===== src/rtl/if_fetch_unit.sv =====
// Instruction-fetch front end feeding the IF/ID register: owns the PC, fetches over imem_req/imem_valid,
// obeys freeze and branch redirects. Optional macro PREFETCH_EN adds a one-entry prefetch buffer used in HOLD.
module if_fetch_unit #(
  parameter int ADDRESS_LEN = 32
) (
  input  logic                   clk,
  input  logic                   rst,
  input  logic                   freeze,
  input  logic                   branch_taken,
  input  logic [ADDRESS_LEN-1:0] branch_addr,
  output logic                   imem_req,
  output logic [ADDRESS_LEN-1:0] imem_addr,
  input  logic                   imem_valid,
  input  logic [ADDRESS_LEN-1:0] imem_rdata,
  output logic [ADDRESS_LEN-1:0] pc_out,
  output logic [ADDRESS_LEN-1:0] instruction_out,
  output logic                   if_valid,
  output logic                   dbg_state
);

  // Handshake: a request is live while imem_req is high; imem_addr is held
  // constant until the cycle in which imem_valid is high (possibly the same
  // cycle the request first appears). imem_valid is ignored when imem_req is low.

  typedef enum logic {
    S_FETCH = 1'b0,
    S_HOLD  = 1'b1
  } state_e;

  localparam logic [ADDRESS_LEN-1:0] STEP = ADDRESS_LEN'(4);

  state_e                 state_q, state_d;
  logic [ADDRESS_LEN-1:0] pc_q, pc_d;
  logic [ADDRESS_LEN-1:0] target_q, target_d;
  logic                   discard_q, discard_d;
  logic [ADDRESS_LEN-1:0] hold_instr_q, hold_instr_d;
  logic [ADDRESS_LEN-1:0] hold_pc_q, hold_pc_d;
  logic [ADDRESS_LEN-1:0] pc_plus4;

  logic                   req_c;
  logic [ADDRESS_LEN-1:0] addr_c;
  logic [ADDRESS_LEN-1:0] out_pc_c;
  logic [ADDRESS_LEN-1:0] out_instr_c;
  logic                   out_valid_c;

`ifdef PREFETCH_EN
  logic [ADDRESS_LEN-1:0] buf_q, buf_d;
  logic                   buf_full_q, buf_full_d;
  logic                   from_buf_q, from_buf_d;
  logic                   pf_active;
  logic                   pf_hit;
`endif

  always_comb begin
    state_d      = state_q;
    pc_d         = pc_q;
    target_d     = target_q;
    discard_d    = discard_q;
    hold_instr_d = hold_instr_q;
    hold_pc_d    = hold_pc_q;
    req_c        = 1'b0;
    addr_c       = pc_q;
    out_pc_c     = '0;
    out_instr_c  = '0;
    out_valid_c  = 1'b0;
    pc_plus4     = pc_q + STEP;
`ifdef PREFETCH_EN
    buf_d        = buf_q;
    buf_full_d   = buf_full_q;
    from_buf_d   = from_buf_q;
    pf_active    = 1'b0;
    pf_hit       = 1'b0;
`endif

    case (state_q)
      S_FETCH: begin
        req_c       = 1'b1;
        addr_c      = pc_q;
        out_instr_c = imem_rdata;
        out_pc_c    = pc_plus4;
        out_valid_c = imem_valid & ~discard_q & ~branch_taken;
        if (branch_taken) begin
          hold_instr_d = '0;
          hold_pc_d    = '0;
          if (!imem_valid) begin
            // Keep the old address on the bus until its response drains.
            target_d  = branch_addr;
            discard_d = 1'b1;
          end else begin
            pc_d      = branch_addr;
            discard_d = 1'b0;
          end
        end else if (discard_q) begin
          if (imem_valid) begin
            pc_d      = target_q;
            discard_d = 1'b0;
          end
        end else if (imem_valid) begin
          if (!freeze) begin
            pc_d = pc_plus4;
          end else begin
            hold_instr_d = imem_rdata;
            hold_pc_d    = pc_plus4;
            state_d      = S_HOLD;
          end
        end
      end

      S_HOLD: begin
        out_instr_c = hold_instr_q;
        out_pc_c    = hold_pc_q;
        out_valid_c = ~branch_taken;
`ifdef PREFETCH_EN
        // Prefetch the successor of the held word unless it is already buffered
        // or the held word itself came from the buffer.
        pf_active = ~from_buf_q & ~buf_full_q;
        pf_hit    = pf_active & imem_valid;
        req_c     = pf_active;
        addr_c    = hold_pc_q;
`endif
        if (branch_taken) begin
          hold_instr_d = '0;
          hold_pc_d    = '0;
          state_d      = S_FETCH;
`ifdef PREFETCH_EN
          buf_d      = '0;
          buf_full_d = 1'b0;
          from_buf_d = 1'b0;
          if (pf_active && !imem_valid) begin
            pc_d      = hold_pc_q;
            target_d  = branch_addr;
            discard_d = 1'b1;
          end else begin
            pc_d = branch_addr;
          end
`else
          pc_d = branch_addr;
`endif
        end else if (!freeze) begin
          pc_d = pc_plus4;
`ifdef PREFETCH_EN
          if (buf_full_q || pf_hit) begin
            hold_instr_d = buf_full_q ? buf_q : imem_rdata;
            hold_pc_d    = hold_pc_q + STEP;
            from_buf_d   = 1'b1;
            buf_d        = '0;
            buf_full_d   = 1'b0;
          end else begin
            // An in-flight prefetch simply continues as the FETCH request.
            state_d    = S_FETCH;
            from_buf_d = 1'b0;
          end
`else
          state_d = S_FETCH;
`endif
        end
`ifdef PREFETCH_EN
        else if (pf_hit) begin
          buf_d      = imem_rdata;
          buf_full_d = 1'b1;
        end
`endif
      end
    endcase
  end

  always_ff @(posedge clk) begin
    if (rst) begin
      state_q      <= S_FETCH;
      pc_q         <= '0;
      target_q     <= '0;
      discard_q    <= 1'b0;
      hold_instr_q <= '0;
      hold_pc_q    <= '0;
`ifdef PREFETCH_EN
      buf_q        <= '0;
      buf_full_q   <= 1'b0;
      from_buf_q   <= 1'b0;
`endif
    end else begin
      state_q      <= state_d;
      pc_q         <= pc_d;
      target_q     <= target_d;
      discard_q    <= discard_d;
      hold_instr_q <= hold_instr_d;
      hold_pc_q    <= hold_pc_d;
`ifdef PREFETCH_EN
      buf_q        <= buf_d;
      buf_full_q   <= buf_full_d;
      from_buf_q   <= from_buf_d;
`endif
    end
  end

  // Outputs are quiet while reset is held, so a late response is never accepted.
  assign imem_req        = req_c & ~rst;
  assign imem_addr       = rst ? '0 : addr_c;
  assign if_valid        = out_valid_c & ~rst;
  assign pc_out          = rst ? '0 : out_pc_c;
  assign instruction_out = rst ? '0 : out_instr_c;
  assign dbg_state       = state_q;

endmodule

===== config.mk =====
export PLATFORM = sky130hd
export DESIGN_NAME = if_fetch_unit
export DESIGN_NICKNAME = d
export VERILOG_FILES = /design/src/rtl/if_fetch_unit.sv
export SDC_FILE = /design/constraint.sdc
export NUM_CORES = 1
export LEC_CHECK = 0
export ABC_AREA = 1
export CAP_MARGIN = 20
export CELL_PAD_IN_SITES_DETAIL_PLACEMENT = 1
export CELL_PAD_IN_SITES_GLOBAL_PLACEMENT = 2
export CORE_AREA = 2 2 170 172
export CTS_CLUSTER_SIZE = 25
export DETAILED_ROUTE_END_ITERATION = 10
export DIE_AREA = 0 0 172 174
export GPL_ROUTABILITY_DRIVEN = 0
export HOLD_SLACK_MARGIN = 0.05
export PLACE_DENSITY_LB_ADDON = 0.1
export SYNTH_ARGS = -nofsm -noshare
export SYNTH_HDL_FRONTEND = slang
export SYNTH_SLANG_ARGS = --single-unit

===== constraint.sdc =====
create_clock -name clk -period 2.3 [get_ports clk]
set_input_delay 0.46 -clock clk [delete_from_list [all_inputs] [get_ports clk]]
set_output_delay 0.46 -clock clk [all_outputs]
set_load 0.02 [all_outputs]

==> impl_metrics.yaml <==
status:
  status: "finished with violations"
  violations: "setup timing"
yosys:
  syn_area_per_cell_um2: 6.26
  synth.distinct_cells: 42
  syn-cell-area_um2: 7440
  seq_area_frac_synth_pct: 35.0
  synth-xor-area-share_pct: 1.95
  synthMuxAreaShare_pct: 0
  synthAdderAreaFrac_pct: 0.168
  synth_top_family_by_area: "simple AND/OR/NAND/NOR gates"
  syn_nets: 1258
  yosys.area_share.simple_pct: 30.4
  synth-compound-area-share_pct: 22.3
  ys_ff_latch: 130
  yosys_warnings: 0
  netlist_instances: 1188
place:
  place_hpwl_um: 23000
  post_dp_cell_area_um2: 10600
  io_buffers: 167
  pre_cts_ws_ps: -407
  placed_cells: 1818
power_and_ir_drop:
  ir_worst_vdd_mv: 0.424
  powerDensity_nw_per_um2: 596
  cellLeakagePower_nw: 5.29
  finalPower_mw: 7.12
clock_network:
  cts_hold_buffers: 0
  clk_latency_ps: 440
  clk_pin_slew_ps: 70
  root_buffer: "clkbuf_16"
  cts_buffer_depth: 2
  cts_tree: "done"
  numCtsBuffers: 17
  htree_levels: 4
  numClockSinks: 130
drt:
  vias: 8761
  vias_per_cell: 4.64
  drt-total-wl_um: 32200
  drt-initial-drc-count: 387
  drc: 0
  ant_nets: 0
  dr.pass1.iters: 4
  wl_per_cell_um: 17.1
worst_setup_path:
  cp_data_required_time_ps: 1840
  cp_slowest_cell: "dfxtp_4"
  critical_path_class: "flop to output pin"
  cp-end-kind: "output pin"
  slowest_delay_ps: 370
  critPathArrivalTime_ps: 2010
  crit_chain: "ha_4, nand3_4, inv_4, nand2_8, nor2_4, buf_6, nand2_1, nand2_2, nand2_2, o21ai_2, inv_1, buf_6"
  critPathMaxFanout: 5
  startpoint_type: "flop"
sta:
  setup_viol: 26
  grt_setup_unrepaired: "true"
  max_freq_mhz: 405
  relSlewSlack_pct: 75.6
  maxSlewViolCount: 0
  min_period_ps: 2470
  hold_viol: 0
  worstMarginPinSlew_ps: 366
  period_share_pct: 107
  timing.setup.tns_ps: -2430
  fin_worst_skew_ps: 9.95
  fin_ws_ps: -167
layout:
  final_common_cell: "nand2_1"
  most-common-layout-cells: "309 x nand2_1, 209 x a21oi_1, 163 x buf_4"
  drive_gt1_share_pct: 28.1
  area_growth_syn_to_layout_pct: 60.6
  nNetsFinal: 1560
  diodes: 0
  final_area_um2: 11900
  fin_cells: 1887
hold_path:
  worstHoldPathType: "flop to flop"
die:
  die_w_um: 172
  rows: 62
  die_y_um: 174
  core_area_um2: 28200
  io_pins: 168
  design.die.area_um2: 29900
  initial_core_util_pct: 26.4
global_route:
  grt_pass1_vias: 8920
  grt_antenna_before_repair: 0
  overflow: 0
  grt_pass1_wl_um: 49900
  grt_max_degree: 65
  track_usage_pct: 21.5
run:
  drv_cap: 0
[worst max-delay path: cells and delay by family, from the launching register on]
family | cells | cell delay (ps)
buf+inv | 4 | 390
compound gates | 1 | 110
simple gates | 6 | 550
fa+ha+maj | 1 | 150
flops | 1 | 370
[cell usage after synthesis]
| cell | n | area [um2] |
|---|---|---|
| nor2_2 | 6 | 37.5 |
| dfxtp_1 | 130 | 2600 |
| inv_2 | 3 | 11.3 |
| o211ai_1 | 7 | 52.6 |
| ha_1 | 1 | 12.5 |
| nor3_2 | 1 | 10.0 |
| nand3_2 | 1 | 10.0 |
| xor2_1 | 11 | 96.3 |
| a32o_1 | 2 | 20.0 |
| buf_1 | 12 | 45.0 |
| nor2_8 | 4 | 80.1 |
| nand2_1 | 346 | 1300 |
| nor3b_1 | 1 | 7.51 |
| xor2_2 | 3 | 48.8 |
| buf_2 | 17 | 85.1 |
| nor3_1 | 3 | 15.0 |
| o21ai_2 | 1 | 8.76 |
| or2_0 | 2 | 12.5 |
| and2_1 | 1 | 6.26 |
| and2_4 | 1 | 8.76 |
| inv_1 | 112 | 420 |
| inv_4 | 2 | 12.5 |
| o21ai_0 | 69 | 345 |
| buf_6 | 3 | 33.8 |
| o21ai_1 | 8 | 40.0 |
| nor2_4 | 10 | 113 |
| o221ai_1 | 1 | 8.76 |
| nor2_1 | 131 | 492 |
| o31ai_1 | 9 | 67.6 |
| clkinv_1 | 4 | 15.0 |
| nand2_4 | 1 | 11.3 |
| nand3_1 | 22 | 110 |
| clkbuf_1 | 35 | 131 |
| a31oi_1 | 3 | 18.8 |
| a22oi_1 | 2 | 15.0 |
| a21oi_2 | 2 | 17.5 |
| a21oi_1 | 211 | 1060 |
| nand2_2 | 5 | 31.3 |
| o22ai_1 | 1 | 6.26 |
| buf_4 | 1 | 7.51 |
| nand4_1 | 1 | 6.26 |
| or2_2 | 2 | 12.5 |
[cell families after synthesis]
kind of cell | Yosys count
compound gates | 316
xor+xnor | 14
fa+ha+maj | 1
buf+inv | 189
flops | 130
simple gates | 538
[timing repair]
action,CTS,global route
endpoints found under the hold margin,0,0
cloned,1,0
buffers inserted,31,9
resized for setup,293,144
pin swaps,48,53
setup endpoints to repair,75,71
[per-layer routing]
metal  track usage (%)  vias to the layer above  routed length (um)
li1                  -                     4386                   -
met4              6.44                        0                 643
met5                 0                        -                   0
met3              2.53                       38                 806
met2              34.8                      147               15000
met1              30.0                     4190               15800
[sequential cells by signal, indices dropped and copies added, names as in the netlist]
signal and cells:
dbg_state 1, discard_q 1, addr_c 32, target_q 32, hold_pc_q 32, hold_instr_q 32
[area by class of cell]
cell class	instances	area, um2
clock inverters	14	178
clock buffers	18	429
multi-input cells	869	4570
fillers	3592	16300
well taps	384	480
inverters	121	464
repair buffers	351	3180
flip-flops and latches	130	2650
[worst paths after layout]
kind	startpoint	end	slack (ps)	depth (start not counted)
setup / recovery	addr_c[2]$_SDFFE_PP0P_	pc_out[28]	-170	12
hold / removal	target_q[13]$_SDFFE_PP0P_	target_q[13]$_SDFFE_PP0P_	450	2
setup reg to reg	addr_c[3]$_SDFFE_PP0P_	addr_c[31]$_SDFFE_PP0P_	-10	20
hold reg to reg	target_q[13]$_SDFFE_PP0P_	target_q[13]$_SDFFE_PP0P_	450	2
[report_power, final]
group	total, mW	switching, mW	internal, mW
sequential	2.46	0.0896	2.37
clock	2.91	1.19	1.72
combinational	1.76	0.978	0.779
[per-stage QoR]
stage / util [%] / hold WS, ps
CTS: 41.4 / 449
global route: 42.3 / 471
floorplan: - / 425
global placement: 37.4 / 432
finish: 42.3 / 447
detailed placement: 37.4 / 440
Note: power is estimated with default switching activity, not from simulation.
